[src/rtl/uart_rx_os16.sv]
// 8N1 UART receiver clocked at 16x baud: 3-sample majority vote at mid-bit,
// single-entry vld/rdy holding register toward the debug command processor.
module uart_rx_os16 #(
    parameter int DATA_BITS   = 8,
    parameter int OVERSAMPLE  = 16,
    parameter int SYNC_STAGES = 2
) (
    input  logic                 clk,
    input  logic                 rstn,
    input  logic                 rxd,
    input  logic                 rdy_rx,
    output logic                 vld_rx,
    output logic [DATA_BITS-1:0] d_rx,
    output logic                 frame_err,
    output logic                 overrun,
    output logic                 busy
);
    localparam int TW = $clog2(OVERSAMPLE);
    localparam int BW = (DATA_BITS > 1) ? $clog2(DATA_BITS) : 1;

    localparam logic [TW-1:0] M0     = TW'(OVERSAMPLE / 2 - 1);
    localparam logic [TW-1:0] M1     = TW'(OVERSAMPLE / 2);
    localparam logic [TW-1:0] M2     = TW'(OVERSAMPLE / 2 + 1);
    localparam logic [TW-1:0] T_LAST = TW'(OVERSAMPLE - 1);
    localparam logic [BW-1:0] B_LAST = BW'(DATA_BITS - 1);

    typedef enum logic [2:0] {IDLE, START, DATA, STOP, BREAK} state_t;

    state_t                 state_q, state_d;
    logic [SYNC_STAGES-1:0] sync_q;
    logic                   rxd_s;
    logic [TW-1:0]          tick_q, tick_d;
    logic [BW-1:0]          bit_q, bit_d;
    logic [DATA_BITS-1:0]   shreg_q, shreg_d;
    logic                   samp_a_q, samp_b_q;
    logic                   maj, mid, deliver, ferr_d;

    assign rxd_s = sync_q[SYNC_STAGES-1];
    assign busy  = (state_q != IDLE);
    assign mid   = (tick_q == M2);
    // Third sample is rxd_s itself, taken in the decision cycle.
    assign maj   = (samp_a_q & samp_b_q) | (rxd_s & (samp_a_q | samp_b_q));

    // NOTE: sequential state uses non-blocking (<=) so every flop samples
    // pre-edge values regardless of statement order.
    always_ff @(posedge clk or negedge rstn) begin
        if (!rstn) begin
            sync_q   <= '1;
            state_q  <= IDLE;
            tick_q   <= '0;
            bit_q    <= '0;
            shreg_q  <= '0;
            samp_a_q <= 1'b1;
            samp_b_q <= 1'b1;
        end else begin
            sync_q   <= SYNC_STAGES'({sync_q, rxd});
            state_q  <= state_d;
            tick_q   <= tick_d;
            bit_q    <= bit_d;
            shreg_q  <= shreg_d;
            if (tick_q == M0) samp_a_q <= rxd_s;
            if (tick_q == M1) samp_b_q <= rxd_s;
        end
    end

    // NOTE: every signal written here gets a default first, so no path
    // leaves one unassigned and no latch is inferred.
    always_comb begin
        state_d = state_q;
        tick_d  = (tick_q == T_LAST) ? '0 : tick_q + 1'b1;
        bit_d   = bit_q;
        shreg_d = shreg_q;
        deliver = 1'b0;
        ferr_d  = 1'b0;
        case (state_q)
            IDLE: begin
                tick_d = '0;
                bit_d  = '0;
                if (!rxd_s) state_d = START;
            end
            START: begin
                if (mid && maj) begin
                    state_d = IDLE;
                end else if (tick_q == T_LAST) begin
                    state_d = DATA;
                    bit_d   = '0;
                end
            end
            DATA: begin
                // LSB arrives first: shift right, new bit enters at the MSB.
                if (mid) shreg_d = DATA_BITS'({maj, shreg_q} >> 1);
                if (tick_q == T_LAST) begin
                    if (bit_q == B_LAST) state_d = STOP;
                    else                 bit_d   = bit_q + 1'b1;
                end
            end
            STOP: begin
                // Leave at mid-stop so the next start edge is caught early.
                if (mid) begin
                    state_d = maj ? IDLE : BREAK;
                    deliver = maj;
                    ferr_d  = ~maj;
                end
            end
            BREAK: begin
                if (rxd_s) state_d = IDLE;
            end
            default: state_d = IDLE;
        endcase
    end

    always_ff @(posedge clk or negedge rstn) begin
        if (!rstn) begin
            vld_rx    <= 1'b0;
            d_rx      <= '0;
            frame_err <= 1'b0;
            overrun   <= 1'b0;
        end else begin
            frame_err <= ferr_d;
            overrun   <= 1'b0;
            if (deliver) begin
                if (!vld_rx || rdy_rx) begin
                    d_rx   <= shreg_q;
                    vld_rx <= 1'b1;
                end else begin
                    overrun <= 1'b1;
                end
            end else if (vld_rx && rdy_rx) begin
                vld_rx <= 1'b0;
            end
        end
    end
endmodule

[config.mk]
export PLATFORM = sky130hd
export DESIGN_NAME = uart_rx_os16
export DESIGN_NICKNAME = d
export VERILOG_FILES = /design/src/rtl/uart_rx_os16.sv
export SDC_FILE = /design/constraint.sdc
export NUM_CORES = 1
export LEC_CHECK = 0
export CELL_PAD_IN_SITES_DETAIL_PLACEMENT = 1
export CELL_PAD_IN_SITES_GLOBAL_PLACEMENT = 1
export CORE_MARGIN = 5
export CORE_UTILIZATION = 35
export DETAILED_ROUTE_END_ITERATION = 16
export PLACE_DENSITY_LB_ADDON = 0.1
export SLEW_MARGIN = 20
export SYNTH_ARGS = -nofsm -noshare
export SYNTH_HDL_FRONTEND = slang
export SYNTH_SLANG_ARGS = --single-unit
[constraint.sdc]
create_clock -name clk -period 1.84 [get_ports clk]
set_clock_uncertainty 0.2 [all_clocks]
set_input_delay 0.368 -clock clk [delete_from_list [all_inputs] [get_ports clk]]
set_output_delay 0.368 -clock clk [all_outputs]
set_load 0.1 [all_outputs]
==> key figures <==
Synth
  – Yosys top cell area share: 47.23%
  – Avg Inst Size Synth: 12.80 µm²
  – Synth Instances: 120
  – Syn nets: 129
  – Post-synthesis register bit count: 33
  – Most area-hungry cell type in the Yosys netlist: dfrtp_1
  – Post-synth top flop: dfrtp_1
  – Count leader, synth: dfrtp_1
  – Synthesized area: 1536 µm²
  – Seq/Total Area, Yosys: 54.07%
  – Async SR Flop Fraction: 100.0%
  – Post-synth EDFFs: 0
  – Yosys warns: 0
  – Distinct cells, synth: 33
  – Synth top area cells: dfrtp_1, mux2_4, mux2_2
  – Top cells by count, synth: dfrtp_1, mux2_2, inv_1

Timing
  – Slew Viols, Final: 0
  – RSZ-0062 raised after global routing: true
  – Slew @ Worst Pin: 0.3467 ns
  – Slew headroom: 76.88%
  – Final period utilization: 99.71%
  – Final setup margin: 0.005373 ns
  – Hold Fails Final Rpt: 0
  – Fmax: 545.1 MHz
  – Final setup violation count: 0
  – Final min period: 1.835 ns

Final layout
  – Final non-filler cell total: 208
  – Area delta synth->final: 38.44%
  – Total area of sequential cells: 834.6 µm²
  – Fin area: 2127 µm²
  – N_diodes: 0
  – FILL cells: 448
  – Share of post-route cells with drive strength above 1: 47.44%
  – Final net count: 164
  – Multi-input gate area: 690.7 µm²

GRT
  – Vias in the first global route: 1151
  – First-pass GRT wire length: 5.796 mm
  – Total grt overflow: 0
  – GRT Util Overall: 12.14%
  – Largest net degree at the start of global routing: 34
  – Antenna violations before repair: 0

CTS
  – Max clock buf depth: 2
  – Clock-pin slew on the worst setup and hold paths: 0.07 ns
  – Htree depth: 2
  – Clock insertion delay at the later pin of the skew report: 0.28 ns
  – Num Clock Sinks: 33
  – Root Driver: clkbuf_8
  – TritonCTS Buffers: 5
  – CTS tree: built

Placed design
  – Pre-CTS setup slack: -0.1098 ns
  – Final HPWL DP: 2.279 mm
  – Placed Cells: 197
  – GPL Wtd Cong: 0.7414
  – Port buffer count: 15
  – Placed Area: 1973 µm²

Routing
  – Drt first pass iters: 4
  – Antenna-violating nets left: 0
  – Routed WL: 3.289 mm
  – Vias after detailed routing: 1047
  – DRT iter0 DRCs: 37
  – Drt via density: 5.034
  – Drt wl/cell: 15.81 µm
  – DRC viols: 0

Setup path
  – Worst reg2reg startpoint: tick_q[1]$_DFF_PN0_
  – Critical Path Start Type: flop
  – CP required: 1.80 ns
  – WP data arrival: 1.80 ns
  – Cell family with most CP delay: simple AND/OR/NAND/NOR gates
  – Crit path max-delay cell type: dfrtp_1
  – CP Capture Type: flop
  – R2r setup slk: 0.005 ns
  – Critical path class: flop to flop
  – CP Buf/Inv Count: 2
  – Reg2Reg Depth: 6
  – Largest fanout on the critical path: 8
  – Worst path cell trace: inv_2 > ha_4 > and3b_2 > nor4bb_4 > buf_12 > mux2_4
  – Max incr delay on CP: 0.39 ns
  – R2r endpoint: shreg_q[0]$_DFFE_PN0P_

Job
  – Max Cap Viol: 0

Floorplanning
  – Core area: 4294 µm²
  – Starting density of the core: 35.78%
  – Total die area: 5815 µm²
  – Number of cell rows: 24
  – Die Wd: 76.26 µm
  – Chip height: 76.26 µm
  – I/O pins: 16

Pwr
  – Pwr Density: 1116 nW/µm²
  – Peak VDD IR: 0.0005669 V
  – P_leak: 0.9570 nW
  – Design Power: 2.374 mW

Hold path
  – Worst Hold Class: flop to flop
  – WHS Path Cells: 0
  – Hold Path Sink: sync_q[1]$_DFF_PN1_
  – Worst hold start: sync_q[0]$_DFF_PN1_

Status
  – Status: finished, final reports clean
[layout by cell type, fill, tap and decap left out, types with 2 or more instances in the layout]
cell type        netlist  layout
or4_1                  2       2
nor3_1                 3       2
clkinv_2               0       2
buf_4                  0      14
nand2b_1               2       2
buf_12                 0      14
nand2_1                6       6
ha_1                   5       3
o311ai_1               0       2
mux2_4                 8       8
clkbuf_8               0       5
dfrtp_1               29      26
nor2_1                 5       5
a21oi_1                3       3
inv_1                  9       7
dfrtp_2                0       3
inv_2                  0       2
o221ai_1               3       3
clkdlybuf4s50_1        0       3
dfstp_2                4       4
mux2_2                10      10
nand3_1                6       6
o21ai_0                2       2
[worst register-to-register path: stages (launching register included)]
cell and delay [ns]:
dfrtp_1 0.39, inv_2 0.08, ha_4 0.11, and3b_2 0.21, nor4bb_4 0.26, buf_12 0.18, mux2_4 0.30
[how the worst max path moves through the flow]
stage | from | endpoint | slack (ns) | depth (start not counted)
final | tick_q[1]$_DFF_PN0_ | shreg_q[0]$_DFFE_PN0P_ | 0.005 | 6
after global routing | tick_q[1]$_DFF_PN0_ | shreg_q[6]$_DFFE_PN0P_ | -0.09 | 6
after CTS | tick_q[1]$_DFF_PN0_ | shreg_q[4]$_DFFE_PN0P_ | -0.02 | 6
after detailed placement | rdy_rx | d_rx[7]$_DFFE_PN0P_ | -0.11 | 4
after global placement | rdy_rx | d_rx[5]$_DFFE_PN0P_ | -0.06 | 4
after floorplan | state_q[0]$_DFFE_PN0P_ | busy | -0.08 | 3
[registers in the layout (all words and copies together) (netlist names)]
register   cells
d_rx           8
shreg_q        8
tick_q         4
bit_q          3
state_q        3
sync_q         2
frame_err      1
overrun        1
samp_a_q       1
samp_b_q       1
vld_rx         1
[kinds of logic (layout without fill, tap and decap cells)]
group / after synthesis / count (layout) / synth area share (%)
AO/OA/AOI/OAI: 16 / 16 / 7.900
XOR/XNOR: 1 / 1 / 0.5701
adder cells (fa/ha/maj): 6 / 6 / 4.723
buffers and inverters: 13 / 49 / 4.153
flip-flops: 33 / 33 / 54.07
multiplexers: 18 / 18 / 15.15
AND/OR/NAND/NOR: 33 / 33 / 13.44
[stage by stage]
| stage | setup TNS (ns) | utilization (%) | hold slack [ns] |
|---|---|---|---|
| after global placement | -0.8172 | 45.95 | 0.1482 |
| after floorplan | -0.07861 | - | -0.1276 |
| after global routing | -0.6253 | 49.53 | 0.1613 |
| final | 0 | 49.53 | 0.1628 |
| after detailed placement | -1.390 | 45.95 | 0.1518 |
| after CTS | -0.1197 | 48.89 | 0.1645 |
[power breakdown]
| group | leakage [nW] | internal (mW) | switching, mW |
|---|---|---|---|
| Sequential | 0.430 | 0.850 | 0.119 |
| Clock | 0.0450 | 0.262 | 0.263 |
| Combinational | 0.482 | 0.423 | 0.456 |
[final cells by class]
class                      instances  share of cell area (%)
tap                               52                   3.059
timing repair buffer              32                   19.76
clock inverter                     2                  0.4706
inverter                           9                   1.588
clock buffer                       6                   3.412
sequential                        33                   39.24
multi-input combinational         74                   32.47
[routing by layer]
metal  track usage [%]  share of wire, %  vias up
met2             19.09                48       14
met1             15.66                47      531
li1                  -                 -      498
met4             4.720               1.2        0
met3             3.546               2.9        4
met5                 0                 0        -
[repair_timing]
action | in CTS | in global routing
resized for setup | 9 | 6
setup buffers | 1 | 2
hold buffers | 0 | 0
pin swaps | 1 | 0
endpoints found under the setup margin | 17 | 12
endpoints found under the hold margin | 0 | 0
Note: power is estimated with default switching activity, not from simulation.
